$ cat config.mk
export PLATFORM = sky130hd
export DESIGN_NAME = rtc_bcd_clock_flat
export DESIGN_NICKNAME = d
export VERILOG_FILES = /design/src/rtl/rtc_bcd_clock_if.sv /design/src/rtl/rtc_bcd_clock.sv /design/src/flat_wrapper.sv
export SDC_FILE = /design/constraint.sdc
export NUM_CORES = 1
export LEC_CHECK = 0
export ABC_AREA = 1
export CAP_MARGIN = 10
export CELL_PAD_IN_SITES_DETAIL_PLACEMENT = 1
export CELL_PAD_IN_SITES_GLOBAL_PLACEMENT = 1
export CORE_MARGIN = 2
export CORE_UTILIZATION = 25
export CTS_BUF_LIST = sky130_fd_sc_hd__clkbuf_4
export CTS_CLUSTER_SIZE = 8
export DETAILED_ROUTE_END_ITERATION = 16
export PLACE_DENSITY_LB_ADDON = 0.05
export SYNTH_ARGS = -nofsm -noshare
export SYNTH_HDL_FRONTEND = slang
export SYNTH_SLANG_ARGS = --single-unit
$ cat constraint.sdc
create_clock -name clk -period 5.4 [get_ports clk]
set_clock_uncertainty 0.15 [all_clocks]
set_input_delay 0.54 -clock clk [delete_from_list [all_inputs] [get_ports clk]]
set_output_delay 0.54 -clock clk [all_outputs]
set_load 0.03 [all_outputs]
$ cat src/rtl/rtc_bcd_clock_if.sv
//------------------------------------------------------------------------------
// Module      : rtc_bcd_clock_if
// Description : Control, set, alarm and display bundle of the BCD clock.
// Revision    : 1.0 - initial release
//------------------------------------------------------------------------------
`default_nettype none

interface rtc_bcd_clock_if;
  logic       en;
  logic       mode_12h;
  logic       set_valid;
  logic [4:0] set_hr;
  logic [5:0] set_min;
  logic [5:0] set_sec;
  logic       alarm_en;
  logic [4:0] alarm_hr;
  logic [5:0] alarm_min;
  logic [6:0] hr_m;
  logic [6:0] hr_l;
  logic [6:0] min_m;
  logic [6:0] min_l;
  logic [6:0] sec_m;
  logic [6:0] sec_l;
  logic       pm;
  logic       sec_tick;
  logic       alarm_hit;
  logic       set_err;

  modport master (
    output en, mode_12h, set_valid, set_hr, set_min, set_sec,
           alarm_en, alarm_hr, alarm_min,
    input  hr_m, hr_l, min_m, min_l, sec_m, sec_l,
           pm, sec_tick, alarm_hit, set_err
  );

  modport slave (
    input  en, mode_12h, set_valid, set_hr, set_min, set_sec,
           alarm_en, alarm_hr, alarm_min,
    output hr_m, hr_l, min_m, min_l, sec_m, sec_l,
           pm, sec_tick, alarm_hit, set_err
  );
endinterface

`default_nettype wire

$ cat src/rtl/rtc_bcd_clock.sv
//------------------------------------------------------------------------------
// Module      : rtc_bcd_clock
// Description : HH:MM:SS BCD clock with set, alarm, 12/24h seven-segment out.
// Revision    : 1.0 - initial release
//------------------------------------------------------------------------------
`default_nettype none

module rtc_bcd_clock #(
  parameter int unsigned CLK_DIV        = 50000000,
  parameter bit          SEG_ACTIVE_LOW = 1'b1
) (
  input  wire logic      clk,
  input  wire logic      rst,
  rtc_bcd_clock_if.slave bus
);

  localparam logic [31:0] c_div_last = 32'(CLK_DIV - 1);
  localparam logic [6:0]  c_blank_al = 7'b1111111;

  // Repeated subtraction keeps the 0-59 conversion free of a divider.
  function automatic logic [6:0] f_bin2bcd(input logic [5:0] v);
    logic [2:0] t;
    logic [5:0] u;
    t = 3'd0;
    u = v;
    for (int k = 0; k < 5; k++) begin
      if (u >= 6'd10) begin
        u = u - 6'd10;
        t = t + 3'd1;
      end
    end
    return {t, u[3:0]};
  endfunction

  function automatic logic [6:0] f_seg(input logic [3:0] d);
    logic [6:0] s;
    case (d)
      4'd0:    s = 7'b0000001;
      4'd1:    s = 7'b1001111;
      4'd2:    s = 7'b0010010;
      4'd3:    s = 7'b0000110;
      4'd4:    s = 7'b1001100;
      4'd5:    s = 7'b0100100;
      4'd6:    s = 7'b0100000;
      4'd7:    s = 7'b0001111;
      4'd8:    s = 7'b0000000;
      4'd9:    s = 7'b0000100;
      default: s = c_blank_al;
    endcase
    return s;
  endfunction

  logic [31:0] r_presc;
  logic [1:0]  r_hr_t;
  logic [3:0]  r_hr_u;
  logic [2:0]  r_min_t;
  logic [3:0]  r_min_u;
  logic [2:0]  r_sec_t;
  logic [3:0]  r_sec_u;
  logic        r_sec_tick;
  logic        r_alarm_hit;
  logic        r_set_err;

  logic        w_tick;
  logic        w_set_ok;
  logic [6:0]  w_set_hr_bcd;
  logic [6:0]  w_set_min_bcd;
  logic [6:0]  w_set_sec_bcd;
  logic        w_c_st, w_c_mu, w_c_mt, w_c_h;
  logic [1:0]  w_n_hr_t;
  logic [3:0]  w_n_hr_u;
  logic [2:0]  w_n_min_t;
  logic [3:0]  w_n_min_u;
  logic [2:0]  w_n_sec_t;
  logic [3:0]  w_n_sec_u;
  logic [4:0]  w_n_hr_bin;
  logic [5:0]  w_n_min_bin;
  logic        w_alarm_match;

  assign w_tick   = bus.en && (r_presc == c_div_last);
  assign w_set_ok = bus.set_valid && (bus.set_hr <= 5'd23) &&
                    (bus.set_min <= 6'd59) && (bus.set_sec <= 6'd59);

  assign w_set_hr_bcd  = f_bin2bcd({1'b0, bus.set_hr});
  assign w_set_min_bcd = f_bin2bcd(bus.set_min);
  assign w_set_sec_bcd = f_bin2bcd(bus.set_sec);

  // Ripple-carry chain through the six digit counters.
  assign w_c_st = (r_sec_u == 4'd9);
  assign w_c_mu = w_c_st && (r_sec_t == 3'd5);
  assign w_c_mt = w_c_mu && (r_min_u == 4'd9);
  assign w_c_h  = w_c_mt && (r_min_t == 3'd5);

  always_comb begin
    w_n_sec_u = w_c_st ? 4'd0 : r_sec_u + 4'd1;
    w_n_sec_t = r_sec_t;
    w_n_min_u = r_min_u;
    w_n_min_t = r_min_t;
    w_n_hr_t  = r_hr_t;
    w_n_hr_u  = r_hr_u;
    if (w_c_st) w_n_sec_t = (r_sec_t == 3'd5) ? 3'd0 : r_sec_t + 3'd1;
    if (w_c_mu) w_n_min_u = (r_min_u == 4'd9) ? 4'd0 : r_min_u + 4'd1;
    if (w_c_mt) w_n_min_t = (r_min_t == 3'd5) ? 3'd0 : r_min_t + 3'd1;
    if (w_c_h) begin
      if (r_hr_t == 2'd2 && r_hr_u == 4'd3) begin
        w_n_hr_t = 2'd0;
        w_n_hr_u = 4'd0;
      end else if (r_hr_u == 4'd9) begin
        w_n_hr_t = r_hr_t + 2'd1;
        w_n_hr_u = 4'd0;
      end else begin
        w_n_hr_u = r_hr_u + 4'd1;
      end
    end
  end

  // Next time is always legal, so out-of-range alarm fields can never match.
  assign w_n_hr_bin    = {3'd0, w_n_hr_t} * 5'd10 + {1'b0, w_n_hr_u};
  assign w_n_min_bin   = {3'd0, w_n_min_t} * 6'd10 + {2'd0, w_n_min_u};
  assign w_alarm_match = bus.alarm_en && (w_n_hr_bin == bus.alarm_hr) &&
                         (w_n_min_bin == bus.alarm_min) &&
                         (w_n_sec_t == 3'd0) && (w_n_sec_u == 4'd0);

  always_ff @(posedge clk) begin
    if (rst) begin
      r_presc     <= '0;
      r_hr_t      <= '0;
      r_hr_u      <= '0;
      r_min_t     <= '0;
      r_min_u     <= '0;
      r_sec_t     <= '0;
      r_sec_u     <= '0;
      r_sec_tick  <= 1'b0;
      r_alarm_hit <= 1'b0;
      r_set_err   <= 1'b0;
    end else begin
      r_set_err <= bus.set_valid && !w_set_ok;
      if (w_set_ok) begin
        r_presc     <= '0;
        r_hr_t      <= w_set_hr_bcd[5:4];
        r_hr_u      <= w_set_hr_bcd[3:0];
        r_min_t     <= w_set_min_bcd[6:4];
        r_min_u     <= w_set_min_bcd[3:0];
        r_sec_t     <= w_set_sec_bcd[6:4];
        r_sec_u     <= w_set_sec_bcd[3:0];
        r_sec_tick  <= 1'b0;
        r_alarm_hit <= 1'b0;
      end else begin
        if (bus.en) r_presc <= w_tick ? '0 : r_presc + 32'd1;
        r_sec_tick  <= w_tick;
        r_alarm_hit <= w_tick && w_alarm_match;
        if (w_tick) begin
          r_hr_t  <= w_n_hr_t;
          r_hr_u  <= w_n_hr_u;
          r_min_t <= w_n_min_t;
          r_min_u <= w_n_min_u;
          r_sec_t <= w_n_sec_t;
          r_sec_u <= w_n_sec_u;
        end
      end
    end
  end

  logic [4:0] w_hr_bin;
  logic [4:0] w_hr12;
  logic [6:0] w_hr12_bcd;
  logic [3:0] w_hr_m_dig;
  logic [3:0] w_hr_l_dig;
  logic       w_hr_blank;
  logic [6:0] w_hr_m_al, w_hr_l_al, w_min_m_al, w_min_l_al, w_sec_m_al, w_sec_l_al;

  assign w_hr_bin   = {3'd0, r_hr_t} * 5'd10 + {1'b0, r_hr_u};
  assign w_hr12     = (w_hr_bin == 5'd0)  ? 5'd12 :
                      (w_hr_bin > 5'd12)  ? w_hr_bin - 5'd12 : w_hr_bin;
  assign w_hr12_bcd = f_bin2bcd({1'b0, w_hr12});
  assign w_hr_m_dig = bus.mode_12h ? {1'b0, w_hr12_bcd[6:4]} : {2'd0, r_hr_t};
  assign w_hr_l_dig = bus.mode_12h ? w_hr12_bcd[3:0] : r_hr_u;
  assign w_hr_blank = bus.mode_12h && (w_hr12_bcd[6:4] == 3'd0);

  assign w_hr_m_al  = w_hr_blank ? c_blank_al : f_seg(w_hr_m_dig);
  assign w_hr_l_al  = f_seg(w_hr_l_dig);
  assign w_min_m_al = f_seg({1'b0, r_min_t});
  assign w_min_l_al = f_seg(r_min_u);
  assign w_sec_m_al = f_seg({1'b0, r_sec_t});
  assign w_sec_l_al = f_seg(r_sec_u);

  generate
    if (SEG_ACTIVE_LOW) begin : g_seg_active_low
      assign bus.hr_m  = w_hr_m_al;
      assign bus.hr_l  = w_hr_l_al;
      assign bus.min_m = w_min_m_al;
      assign bus.min_l = w_min_l_al;
      assign bus.sec_m = w_sec_m_al;
      assign bus.sec_l = w_sec_l_al;
    end else begin : g_seg_active_high
      assign bus.hr_m  = ~w_hr_m_al;
      assign bus.hr_l  = ~w_hr_l_al;
      assign bus.min_m = ~w_min_m_al;
      assign bus.min_l = ~w_min_l_al;
      assign bus.sec_m = ~w_sec_m_al;
      assign bus.sec_l = ~w_sec_l_al;
    end
  endgenerate

  assign bus.pm        = bus.mode_12h && (w_hr_bin >= 5'd12);
  assign bus.sec_tick  = r_sec_tick;
  assign bus.alarm_hit = r_alarm_hit;
  assign bus.set_err   = r_set_err;

endmodule

`default_nettype wire

$ cat src/flat_wrapper.sv
// flat-port wrapper written by rule: the top's interface ports become plain ports
module rtc_bcd_clock_flat 
#(
  parameter int unsigned CLK_DIV        = 50000000,
  parameter bit          SEG_ACTIVE_LOW = 1'b1
)
  (clk, rst, bus_en, bus_mode_12h, bus_set_valid, bus_set_hr, bus_set_min, bus_set_sec, bus_alarm_en, bus_alarm_hr, bus_alarm_min, bus_hr_m, bus_hr_l, bus_min_m, bus_min_l, bus_sec_m, bus_sec_l, bus_pm, bus_sec_tick, bus_alarm_hit, bus_set_err);
  rtc_bcd_clock_if bus_i ();
  input  wire logic clk;
  input  wire logic rst;
  input wire logic [$bits(bus_i.en)-1:0] bus_en;
  input wire logic [$bits(bus_i.mode_12h)-1:0] bus_mode_12h;
  input wire logic [$bits(bus_i.set_valid)-1:0] bus_set_valid;
  input wire logic [$bits(bus_i.set_hr)-1:0] bus_set_hr;
  input wire logic [$bits(bus_i.set_min)-1:0] bus_set_min;
  input wire logic [$bits(bus_i.set_sec)-1:0] bus_set_sec;
  input wire logic [$bits(bus_i.alarm_en)-1:0] bus_alarm_en;
  input wire logic [$bits(bus_i.alarm_hr)-1:0] bus_alarm_hr;
  input wire logic [$bits(bus_i.alarm_min)-1:0] bus_alarm_min;
  output wire logic [$bits(bus_i.hr_m)-1:0] bus_hr_m;
  output wire logic [$bits(bus_i.hr_l)-1:0] bus_hr_l;
  output wire logic [$bits(bus_i.min_m)-1:0] bus_min_m;
  output wire logic [$bits(bus_i.min_l)-1:0] bus_min_l;
  output wire logic [$bits(bus_i.sec_m)-1:0] bus_sec_m;
  output wire logic [$bits(bus_i.sec_l)-1:0] bus_sec_l;
  output wire logic [$bits(bus_i.pm)-1:0] bus_pm;
  output wire logic [$bits(bus_i.sec_tick)-1:0] bus_sec_tick;
  output wire logic [$bits(bus_i.alarm_hit)-1:0] bus_alarm_hit;
  output wire logic [$bits(bus_i.set_err)-1:0] bus_set_err;
  assign bus_i.en = bus_en;
  assign bus_i.mode_12h = bus_mode_12h;
  assign bus_i.set_valid = bus_set_valid;
  assign bus_i.set_hr = bus_set_hr;
  assign bus_i.set_min = bus_set_min;
  assign bus_i.set_sec = bus_set_sec;
  assign bus_i.alarm_en = bus_alarm_en;
  assign bus_i.alarm_hr = bus_alarm_hr;
  assign bus_i.alarm_min = bus_alarm_min;
  assign bus_hr_m = bus_i.hr_m;
  assign bus_hr_l = bus_i.hr_l;
  assign bus_min_m = bus_i.min_m;
  assign bus_min_l = bus_i.min_l;
  assign bus_sec_m = bus_i.sec_m;
  assign bus_sec_l = bus_i.sec_l;
  assign bus_pm = bus_i.pm;
  assign bus_sec_tick = bus_i.sec_tick;
  assign bus_alarm_hit = bus_i.alarm_hit;
  assign bus_set_err = bus_i.set_err;
  rtc_bcd_clock #(.CLK_DIV(CLK_DIV), .SEG_ACTIVE_LOW(SEG_ACTIVE_LOW)) u_core (.clk(clk), .rst(rst), .bus(bus_i));
endmodule
==> results of run 1 <==
[synthesized netlist by cell type (3+ instances only)]
master	count	area (um^2)
sky130_fd_sc_hd__a21oi_1	49	245
sky130_fd_sc_hd__a21oi_2	3	26.3
sky130_fd_sc_hd__a21oi_4	3	48.8
sky130_fd_sc_hd__and3_1	4	25.0
sky130_fd_sc_hd__clkbuf_1	9	33.8
sky130_fd_sc_hd__dfxtp_1	83	1660
sky130_fd_sc_hd__fa_1	3	60.1
sky130_fd_sc_hd__ha_1	98	1230
sky130_fd_sc_hd__inv_1	221	830
sky130_fd_sc_hd__inv_2	24	90.1
sky130_fd_sc_hd__nand2_1	298	1120
sky130_fd_sc_hd__nand2_2	58	363
sky130_fd_sc_hd__nand2_4	26	293
sky130_fd_sc_hd__nand3_1	117	586
sky130_fd_sc_hd__nand3_2	10	100
sky130_fd_sc_hd__nand3_4	8	140
sky130_fd_sc_hd__nand3b_1	11	82.6
sky130_fd_sc_hd__nand4_1	35	219
sky130_fd_sc_hd__nor2_1	83	312
sky130_fd_sc_hd__nor2_2	4	25.0
sky130_fd_sc_hd__nor2_4	5	56.3
sky130_fd_sc_hd__nor3_1	21	105
sky130_fd_sc_hd__nor3b_1	5	37.5
sky130_fd_sc_hd__nor4_1	9	56.3
sky130_fd_sc_hd__o21a_1	5	37.5
sky130_fd_sc_hd__o21ai_0	47	235
sky130_fd_sc_hd__o21ai_1	23	115
sky130_fd_sc_hd__o21ai_2	8	70.1
sky130_fd_sc_hd__o22ai_1	8	50.1
sky130_fd_sc_hd__or2_2	3	18.8
sky130_fd_sc_hd__xnor2_1	15	131
sky130_fd_sc_hd__xor2_1	31	272
sky130_fd_sc_hd__xor2_2	3	48.8
[registers in the layout, summed over array words and instances, names as in the netlist, 4 cells and up]
signal and count:
u_core.r_sec_u 4, u_core.bus.min_l 7, u_core.r_presc 32, u_core.r_hr_u 4
u_core.bus.min_m 7, u_core.bus.sec_m 7, u_core.bus.sec_l 7, u_core.r_min_u 4
[placed cells by master (no fill, tap or decap), types with 6 or more instances in the layout]
cell type / netlist / layout
sky130_fd_sc_hd__o21ai_4: 2 / 8
sky130_fd_sc_hd__clkdlybuf4s50_1: 0 / 65
sky130_fd_sc_hd__ha_4: 0 / 10
sky130_fd_sc_hd__dfxtp_1: 83 / 80
sky130_fd_sc_hd__nand4_1: 35 / 35
sky130_fd_sc_hd__buf_4: 2 / 214
sky130_fd_sc_hd__nor3_1: 21 / 18
sky130_fd_sc_hd__xor2_1: 31 / 29
sky130_fd_sc_hd__xnor2_1: 15 / 14
sky130_fd_sc_hd__buf_6: 2 / 18
sky130_fd_sc_hd__a21oi_1: 49 / 45
sky130_fd_sc_hd__inv_2: 24 / 41
sky130_fd_sc_hd__o21ai_1: 23 / 22
sky130_fd_sc_hd__ha_1: 98 / 86
sky130_fd_sc_hd__nand3b_1: 11 / 11
sky130_fd_sc_hd__clkbuf_4: 1 / 10
sky130_fd_sc_hd__nand3_2: 10 / 18
sky130_fd_sc_hd__nor2_4: 5 / 7
sky130_fd_sc_hd__nand3_4: 8 / 16
sky130_fd_sc_hd__nand2_1: 298 / 253
sky130_fd_sc_hd__nand2_4: 26 / 44
sky130_fd_sc_hd__o22ai_1: 8 / 8
sky130_fd_sc_hd__o21ai_2: 8 / 10
sky130_fd_sc_hd__nor2_2: 4 / 7
sky130_fd_sc_hd__nand3_1: 117 / 101
sky130_fd_sc_hd__a21oi_2: 3 / 6
sky130_fd_sc_hd__nor2_1: 83 / 78
sky130_fd_sc_hd__nor4_1: 9 / 9
sky130_fd_sc_hd__inv_1: 221 / 203
sky130_fd_sc_hd__nand2_2: 58 / 83
sky130_fd_sc_hd__o21ai_0: 47 / 40
[path summary, 6_finish.rpt]
check	start	endpoint	slack, ps	cells past startpoint
worst min-delay path	u_core.r_presc[31]	u_core.r_presc[31]	350	1
worst min register to register	u_core.r_presc[31]	u_core.r_presc[31]	350	1
worst max register to register	u_core.r_sec_u[1]	u_core.bus.alarm_hit	550	28
worst max-delay path	u_core.r_hr_t[0]	bus_hr_m[3]	-830	38
[through the flow]
stage / std cells / setup WS [ps] / hold slack, ps
after floorplan: 1375 / -125 / 293
after global placement: 2107 / -420 / 317
after detailed placement: 2107 / -583 / 325
after CTS: 2132 / -859 / 350
after global routing: 2145 / -1210 / 383
final: 2146 / -835 / 348
[layout make-up]
| class | count | share of cell area |
|---|---|---|
| repair buffers | 299 | 0.192 |
| well taps | 468 | 0.0450 |
| flip-flops and latches | 83 | 0.128 |
| inverters | 249 | 0.0724 |
| diodes | 3 | 0.000576 |
| multi-input cells | 1029 | 0.552 |
| clock buffers | 10 | 0.00576 |
| clock inverters | 5 | 0.00423 |
[layer usage]
layer	global-route usage	share of wire
met1	0.186	0.46
met3	0.0216	0.017
met5	0	0
met4	0.0325	0.012
met2	0.298	0.51
[timing repair]
item,in CTS,in global routing
pin swaps,31,43
gates resized for setup,68,80
buffers inserted,10,11
endpoints found under the setup margin,14,38
[cells by family (layout without fill, tap and decap cells)]
| group | after synthesis | after routing | share of synthesized area |
|---|---|---|---|
| compound gates | 172 | 172 | 0.118 |
| xor+xnor | 51 | 51 | 0.0553 |
| fa+ha+maj | 101 | 101 | 0.140 |
| buf+inv | 263 | 563 | 0.111 |
| flops | 83 | 83 | 0.181 |
| other cells | 0 | 3 | 0 |
| simple gates | 705 | 705 | 0.394 |
==> PnR_summary.wiki, run 1 <==
{| class="wikitable"
! Metric !! Value
|-
| Clock edge transition at the registers on the reported setup and hold paths || around 180 ps
|-
| Clock tree from TritonCTS || done
|-
| Unrepaired setup endpoints after global routing || yes
|-
| Required time reported for the critical path endpoint || 4710 ps
|-
| Minimum clock period after layout || about 6200 ps
|-
| Asr flop ratio synth || 0
|-
| Area of the multi-input gates || around 0.007 mm^2
|-
| Number of fillers in the final layout || around 4,500
|-
| Net count of the finished layout || about 1,800
|-
| Final routed wirelength across all metal layers || ~29 mm
|-
| Worst Tran Pin Value || approximately 810 ps
|-
| DPL Wire Length || roughly 24 mm
|-
| Worst-skew pair later-pin latency || about 540 ps
|-
| Number of DRC violations after detailed-routing iteration 0 || 181
|-
| Worst max-slew margin expressed relative to the limit || 0.457
|-
| Die width || about 200 um
|-
| Synthesized cell area || around 0.0092 mm^2
|-
| Std-Cell Rows || 70
|-
| Final number of hold-violating endpoints || 0
|-
| Aggregate global routing overflow || 0
|-
| Warning count from the yosys run || 0
|-
| Port Buf Inserts || 79
|-
| Max-capacitance violation count || 0
|-
| Die outline area || approximately 0.038 mm^2
|-
| Synthesized instance count || around 1,400
|-
| Vertical extent of the die || ~200 um
|-
| Remaining antenna violation count || 0
|-
| Netlist cell types || 62
|-
| Count of buffer and inverter cells on the critical path || 10
|-
| Post-route fraction of the period consumed by the critical path || 1.15
|-
| Post-detailed-placement cell area || about 0.012 mm^2
|-
| Number of top-level pins || 80
|-
| Number of hold buffers added after cts || 0
|-
| Via count || 9,454
|-
| Final Core Density || 0.358
|-
| First-pass GRT wire length || 48.7 mm
|-
| Syn_area_per_cell || 6.67 um^2
|-
| Largest net degree at the start of global routing || 17
|-
| Relative area change from synthesis to final layout || 42.0%
|-
| Sink count of the clock tree || 83
|-
| Final Max Tran Viols || 0
|-
| Largest driver fanout on the critical path || 6
|-
| Wire length per cell || roughly 14 um
|-
| Proportion of synthesized chip area in sequential cells || 0.181
|-
| Post-Synthesis Net Count || between 1,500 and 2,000
|-
| Count of flip-flops with a built-in enable after synthesis || 0
|-
| Fraction of layout instances using a drive strength above 1 || 0.325
|-
| Most numerous cell on the critical path || sky130_fd_sc_hd__inv_2
|-
| #FFs+latches synth || 83
|-
| Initial antenna violation count || 2
|-
| Root buffer selected by CTS || sky130_fd_sc_hd__clkbuf_4
|-
| Run status || finished with violations
|-
| GRT Resource Usage Total || 0.157
|-
| Vias in the first global route || 10,100
|-
| CTS H-tree lvls || 3
|-
| Capturing element type of the critical path || output port
|-
| Average via count per standard cell || around 4.4
|-
| CTS Buffer Depth || 2
|-
| Violations in the final reports || setup timing
|-
| Setup TNS || -10,550 ps
|-
| Length of the first detailed-routing pass in iterations || 4
|-
| Total CTS buffers || 9
|-
| Total area of sequential cells || 0.00167 mm^2
|-
| Core footprint || 0.0363 mm^2
|-
| Weighted congestion at the end of routability-driven global placement || a little under 0.8
|-
| Ys flop type || sky130_fd_sc_hd__dfxtp_1
|-
| Top cell family by delay on the critical path || adder cells
|-
| Summed area of non-filler cells in the final layout || 0.0130 mm^2
|-
| Crit path max-delay cell type || sky130_fd_sc_hd__fa_2
|-
| Arr. time, crit path || around 5500 ps
|-
| Fmax || between 0.15 and 0.2 GHz
|-
| Sort of element at the start of the critical path || register
|-
| Least setup slack across all paths after layout || -835 ps
|-
| Class of the worst hold path || reg2reg
|-
| Detailed-route DRC error count || 0
|-
| Effective utilization at floorplan || 0.252
|-
| Kind of critical path || reg2out
|-
| Final number of setup-violating endpoints || 14
|-
| CP max stage delay || 550 ps
|}
Power of run 1 is not shown: default switching activity piles up to over one toggle a cycle in this logic, so the estimate is an artifact.
==> run 2: changes to the inputs <==
- CORE_ASPECT_RATIO: unset -> 0.8
- clock period: 5.4 -> 6.5 ns (I/O delays scaled with it)
==> run 2 against run 1 <==
The flow now finishes without violations. Flip-flop and latch count unchanged. Cell count down 7.0%. Worst hold slack worse by 3.2 ps.
==> PnR_summary.wiki, run 2 (synthesized netlist as in run 1, its figures left out) <==
{| class="wikitable"
! Metric !! Value
|-
| Fraction of layout instances using a drive strength above 1 || 0.232 (-0.0923)
|-
| WL met2 || 13.2 mm (-12%)
|-
| Most frequent standard cell in the layout excluding fill and tap cells || sky130_fd_sc_hd__nand2_1
|-
| Die width || 218 um (+12%)
|-
| Wire length per cell || 13.9 um (+2.5%)
|-
| Crit path max-delay cell type || sky130_fd_sc_hd__dfxtp_2
|-
| Unrepaired setup endpoints after global routing || yes
|-
| Most numerous cell on the critical path || sky130_fd_sc_hd__inv_2
|-
| Fmax || around 0.16 GHz
|-
| Worst Tran Pin Value || 695 ps (-110 ps)
|-
| Capturing element type of the critical path || output port
|-
| Die outline area || 0.0382 mm^2 (about the same)
|-
| Largest driver fanout on the critical path || 8 (+2)
|-
| Remaining antenna violation count || 0 (unchanged)
|-
| Worst-skew pair later-pin latency || 530 ps (about the same)
|-
| Routed wire length on met3 || 533 um (+8.1%)
|-
| Max-capacitance violation count || 0 (unchanged)
|-
| Largest net degree at the start of global routing || 21 (+4)
|-
| Class of the worst hold path || reg2reg
|-
| CTS Buffer Depth || 2 (unchanged)
|-
| Final Max Tran Viols || 0 (unchanged)
|-
| Std-Cell Rows || 62 (-11%)
|-
| CTS H-tree lvls || 3 (unchanged)
|-
| Detailed-route DRC error count || 0 (unchanged)
|-
| Final number of hold-violating endpoints || 0 (unchanged)
|-
| Net count of the finished layout || 1,644 (-9.0%)
|-
| Count of buffer and inverter cells on the critical path || 10 (unchanged)
|-
| Number of hold buffers added after cts || 0 (unchanged)
|-
| Kind of critical path || reg2out
|-
| Initial antenna violation count || 1 (-1)
|-
| Clock tree from TritonCTS || done
|-
| Vertical extent of the die || 175 um (-10%)
|-
| Final routed wirelength across all metal layers || 27.7 mm (-4.6%)
|-
| GRT Resource Usage Total || 0.149 (-0.00784)
|-
| Port Buf Inserts || 79 (unchanged)
|-
| Register-to-register setup slack || 990 ps (+440 ps)
|-
| Clock edge transition at the registers on the reported setup and hold paths || 150 ps (-30 ps)
|-
| Wl on met1 || 13.8 mm (+3.8%)
|-
| Most flops, register || u_core.r_presc
|-
| Effective utilization at floorplan || 0.255 (+0.00247)
|-
| Worst max-slew margin expressed relative to the limit || 0.536 (+0.0786)
|-
| Average via count per standard cell || 4.49 (+1.9%)
|-
| Total CTS buffers || 9 (unchanged)
|-
| Length of the first detailed-routing pass in iterations || 6 (+2)
|-
| Top Metal Used || met4
|-
| Flip-flop count of the largest register, all copies and words added || 32 (unchanged)
|-
| Number of top-level pins || 80 (unchanged)
|-
| Top cell family by delay on the critical path || simple AND/OR/NAND/NOR gates
|-
| Sort of element at the start of the critical path || register
|-
| Weighted congestion at the end of routability-driven global placement || 0.792 (+1.4%)
|-
| Min Hold Slack || 345 ps (-3.23 ps)
|-
| Post-route fraction of the period consumed by the critical path || 0.984
|-
| Root buffer selected by CTS || sky130_fd_sc_hd__clkbuf_4
|-
| Arr. time, crit path || 5600 ps (+60 ps)
|-
| Required time reported for the critical path endpoint || 5700 ps (+990 ps)
|-
| Vias in the first global route || 9,256 (-8.3%)
|-
| DPL Wire Length || 22.2 mm (-6.8%)
|-
| Most used cells in the layout excluding fill and tap cells || 268 x sky130_fd_sc_hd__nand2_1, 206 x sky130_fd_sc_hd__inv_1, 101 x sky130_fd_sc_hd__nand3_1
|-
| Sink count of the clock tree || 83 (unchanged)
|-
| Relative area change from synthesis to final layout || 26.6%
|-
| Via count || 8,959 (-5.2%)
|-
| First-pass GRT wire length || 46.2 mm (-5.2%)
|-
| CP max stage delay || 390 ps (-160 ps)
|-
| Run status || completed
|-
| Number of DRC violations after detailed-routing iteration 0 || 235 (+30%)
|-
| Minimum clock period after layout || roughly 6400 ps
|-
| Final number of setup-violating endpoints || 0 (-14)
|-
| Core footprint || 0.0360 mm^2 (-0.97%)
|-
| Aggregate global routing overflow || 0 (unchanged)
|}
run 2: tightest hold or removal path: stages (launching register included):
cell and delay [ps]:
sky130_fd_sc_hd__dfxtp_1 350, sky130_fd_sc_hd__inv_1 60, sky130_fd_sc_hd__a21oi_1 50
run 2: per-stage QoR:
stage	setup TNS [ps]	utilization	setup slack, ps	instances	instance area, um^2
global route	-3000	0.322	-280	1996	11600
floorplan	0	-	192	1375	9170
detailed placement	-928	0.294	-177	1940	10600
finish	0	0.322	104	1996	11600
global placement	0	0.294	76.5	1940	10600
CTS	-0.634	0.307	-0.634	1974	11100
run 2: final timing paths:
check | startpoint | end | cells after the start
setup / recovery | u_core.r_hr_t[0] | bus_hr_l[1] | 41
hold / removal | u_core.r_presc[21] | u_core.r_presc[21] | 2
setup reg to reg | u_core.r_sec_u[0] | u_core.bus.alarm_hit | 26
hold reg to reg | u_core.r_presc[21] | u_core.r_presc[21] | 2
run 2: final cells by class:
type / instances / area (um^2)
clock buffer: 10 / 75.1
multi-input combinational: 1029 / 7000
fill: 4559 / 24400
tap: 480 / 601
timing repair buffer: 137 / 1270
clock inverter: 6 / 48.8
sequential: 83 / 1670
antenna: 2 / 5.00
inverter: 249 / 943
run 2: timing repair:
action | 4_1_cts | 5_1_grt
pin swaps | 17 | 44
buffers inserted | 18 | 20
gates cloned | 0 | 0
endpoints found under the setup margin | 14 | 14
resized for setup | 56 | 98
run 2: metal layers:
| metal | vias up | global-route usage |
|---|---|---|
| met5 | - | 0 |
| met4 | 0 | 0.0269 |
| met3 | 13 | 0.0256 |
| met2 | 46 | 0.258 |
| met1 | 4203 | 0.195 |
| li1 | 4697 | - |
Power of run 2 is left out for the same reason.
==> run 3: changes to the inputs <==
- CAP_MARGIN: 10 -> unset
- GPL_TIMING_DRIVEN: unset -> 0
==> run 3 against run 2 <==
The flow now finishes with violations (setup timing). Worst setup slack lost 210 ps. Utilization grew 0.21 points. Global-route usage up 0.16 points. Cell count up 0.85%. First-iteration DRC count increased by 22%. Via count increased by 1.2%. Worst hold slack improved by 11 ps. Critical path type unchanged. Highest routed layer unchanged.
==> PnR_summary.wiki, run 3 (synthesized netlist as in run 1, its figures left out) <==
{| class="wikitable"
! Metric !! Value
|-
| Run status || finished with violations
|-
| Violations in the final reports || setup timing
|-
| DPL Wire Length || 22.0 mm (-0.79%)
|-
| First-pass GRT wire length || 46.6 mm (+0.84%)
|-
| Number of top-level pins || 80 (unchanged)
|-
| CP max stage delay || 410 ps (+20 ps)
|-
| Capturing element type of the critical path || output port
|-
| CTS Buffer Depth || 2 (unchanged)
|-
| Length of the first detailed-routing pass in iterations || 4 (-2)
|-
| Final routed wirelength across all metal layers || 27.9 mm (+0.65%)
|-
| Most numerous cell on the critical path || sky130_fd_sc_hd__buf_4
|-
| Detailed-route DRC error count || 0 (unchanged)
|-
| Summed area of non-filler cells in the final layout || 0.0117 mm^2 (+0.66%)
|-
| Class of the worst hold path || reg2reg
|-
| Effective utilization at floorplan || 0.255 (unchanged)
|-
| Most used cells in the layout excluding fill and tap cells || 272 x sky130_fd_sc_hd__nand2_1, 205 x sky130_fd_sc_hd__inv_1, 104 x sky130_fd_sc_hd__nand3_1
|-
| Crit path max-delay cell type || sky130_fd_sc_hd__dfxtp_4
|-
| Max-capacitance violation count || 0 (unchanged)
|-
| Arr. time, crit path || 5810 ps (+210 ps)
|-
| CTS H-tree lvls || 3 (unchanged)
|-
| Total CTS buffers || 9 (unchanged)
|-
| Sort of element at the start of the critical path || register
|-
| Post-detailed-placement cell area || 0.0106 mm^2 (-0.34%)
|-
| Port Buf Inserts || 79 (unchanged)
|-
| Via count || 9,068 (+1.2%)
|-
| Register-to-register setup slack || 640 ps (-350 ps)
|-
| Most flops, register || u_core.r_presc
|-
| Final number of setup-violating endpoints || 4 (+4)
|-
| Remaining antenna violation count || 0 (unchanged)
|-
| Worst-skew pair later-pin latency || 530 ps (about the same)
|-
| Largest driver fanout on the critical path || 3 (-5)
|-
| Net count of the finished layout || 1,662 (+1.1%)
|-
| Final number of hold-violating endpoints || 0 (unchanged)
|-
| Aggregate global routing overflow || 0 (unchanged)
|-
| Least setup slack across all paths after layout || -109 ps (-213 ps)
|-
| Die outline area || 0.0382 mm^2 (unchanged)
|-
| Number of fillers in the final layout || 4,578 (+0.42%)
|-
| Area of the multi-input gates || 0.00698 mm^2 (-0.30%)
|-
| Worst Tran Pin Value || 893 ps (+198 ps)
|-
| Number of DRC violations after detailed-routing iteration 0 || 287 (+22%)
|-
| Unrepaired setup endpoints after global routing || yes
|-
| Wire length per cell || 13.9 um (-0.20%)
|-
| Root buffer selected by CTS || sky130_fd_sc_hd__clkbuf_4
|-
| Fraction of layout instances using a drive strength above 1 || 0.233 (+0.000532)
|-
| Post-route fraction of the period consumed by the critical path || 1.02 (+0.0328)
|-
| Minimum clock period after layout || 6610 ps (+213 ps)
|-
| Vias in the first global route || 9,420 (+1.8%)
|-
| Die width || 218 um (unchanged)
|-
| Most frequent standard cell in the layout excluding fill and tap cells || sky130_fd_sc_hd__nand2_1
|-
| Relative area change from synthesis to final layout || 27.4%
|-
| Sink count of the clock tree || 83 (unchanged)
|-
| Flip-flop count of the largest register, all copies and words added || 32 (unchanged)
|-
| Fmax || 0.151 GHz (-3.2%)
|-
| Clock tree from TritonCTS || done
|-
| Initial antenna violation count || 1 (unchanged)
|-
| Total area of sequential cells || 0.00168 mm^2 (+0.60%)
|-
| Core footprint || 0.0360 mm^2 (unchanged)
|-
| Kind of critical path || reg2out
|-
| Std-Cell Rows || 62 (unchanged)
|-
| Required time reported for the critical path endpoint || 5700 ps (about the same)
|-
| GRT Resource Usage Total || 0.151 (+0.00158)
|-
| Clock edge transition at the registers on the reported setup and hold paths || 160 ps (about the same)
|-
| Worst max-slew margin expressed relative to the limit || 0.402 (-0.134)
|-
| Average via count per standard cell || 4.50 (+0.36%)
|-
| Largest net degree at the start of global routing || 17 (-19%)
|-
| Final Max Tran Viols || 0 (unchanged)
|-
| Weighted congestion at the end of routability-driven global placement || 0.744 (-6.1%)
|-
| Number of hold buffers added after cts || 0 (unchanged)
|-
| Vertical extent of the die || 175 um (unchanged)
|}
-- run 3: changes by cell type in the layout (fill, tap and decap cells not counted), moves of 3 or more --
cell / delta
sky130_fd_sc_hd__ha_1: -3
sky130_fd_sc_hd__nand2_4: -3
sky130_fd_sc_hd__o21ai_1: +3
sky130_fd_sc_hd__dfxtp_4: +3
sky130_fd_sc_hd__buf_4: +14
sky130_fd_sc_hd__nand3_1: +3
sky130_fd_sc_hd__ha_4: +4
sky130_fd_sc_hd__buf_6: -6
sky130_fd_sc_hd__nand2_1: +4
sky130_fd_sc_hd__clkbuf_1: +8
-- run 3: stage by stage --
step           utilization  setup WS (ps)  std cells  TNS [ps]  hold WS (ps)
2_1_floorplan            -            192       1375         0           293
3_3_place_gp         0.293          -1230       1934    -14500           313
3_5_place_dp         0.293          -1280       1934    -15030           336
4_1_cts              0.312          -40.7       1993     -68.9           366
5_1_grt              0.325           -364       2013     -4470           395
6_report             0.325           -109       2013      -175           356
-- run 3: layer usage --
metal  global-route usage  vias to the layer above  routed length, um
met5                    0                        -                  0
met4               0.0340                        0                368
met3               0.0260                       22                690
met2                0.263                       75              13400
met1                0.193                     4231              13500
li1                     -                     4740                  -
-- run 3: worst paths after layout --
check / depth (start not counted) / end / start
max: 40 / bus_pm / u_core.r_hr_t[0]
max reg2reg: 26 / u_core.bus.alarm_hit / u_core.r_sec_u[0]
min: 2 / u_core.r_presc[21] / u_core.r_presc[21]
min reg2reg: 2 / u_core.r_presc[21] / u_core.r_presc[21]
-- run 3: cell type report --
| class | count | area share |
|---|---|---|
| tap | 480 | 0.0514 |
| timing repair buffer | 141 | 0.109 |
| multi-input combinational | 1029 | 0.597 |
| inverter | 249 | 0.0810 |
| antenna | 1 | 0.000214 |
| sequential | 83 | 0.143 |
| buffer | 14 | 0.00771 |
| clock buffer | 9 | 0.00578 |
| clock inverter | 7 | 0.00482 |
-- run 3: timing repair --
action	in CTS	in global routing
pin swaps	18	34
cloned	0	0
hold endpoints to repair	0	0
gates resized for setup	152	89
setup buffers	43	19
setup endpoints to repair	14	15
-- run 3: worst max-delay path, delay by kind of cell (launching register included) --
family                   cells  cell delay [ps]
buffers and inverters       33             3740
adder cells (fa/ha/maj)      3              620
flip-flops                   1              410
XOR/XNOR                     1              210
AND/OR/NAND/NOR              2              210
AO/OA/AOI/OAI                1               80
Power of run 3 is left out for the same reason.
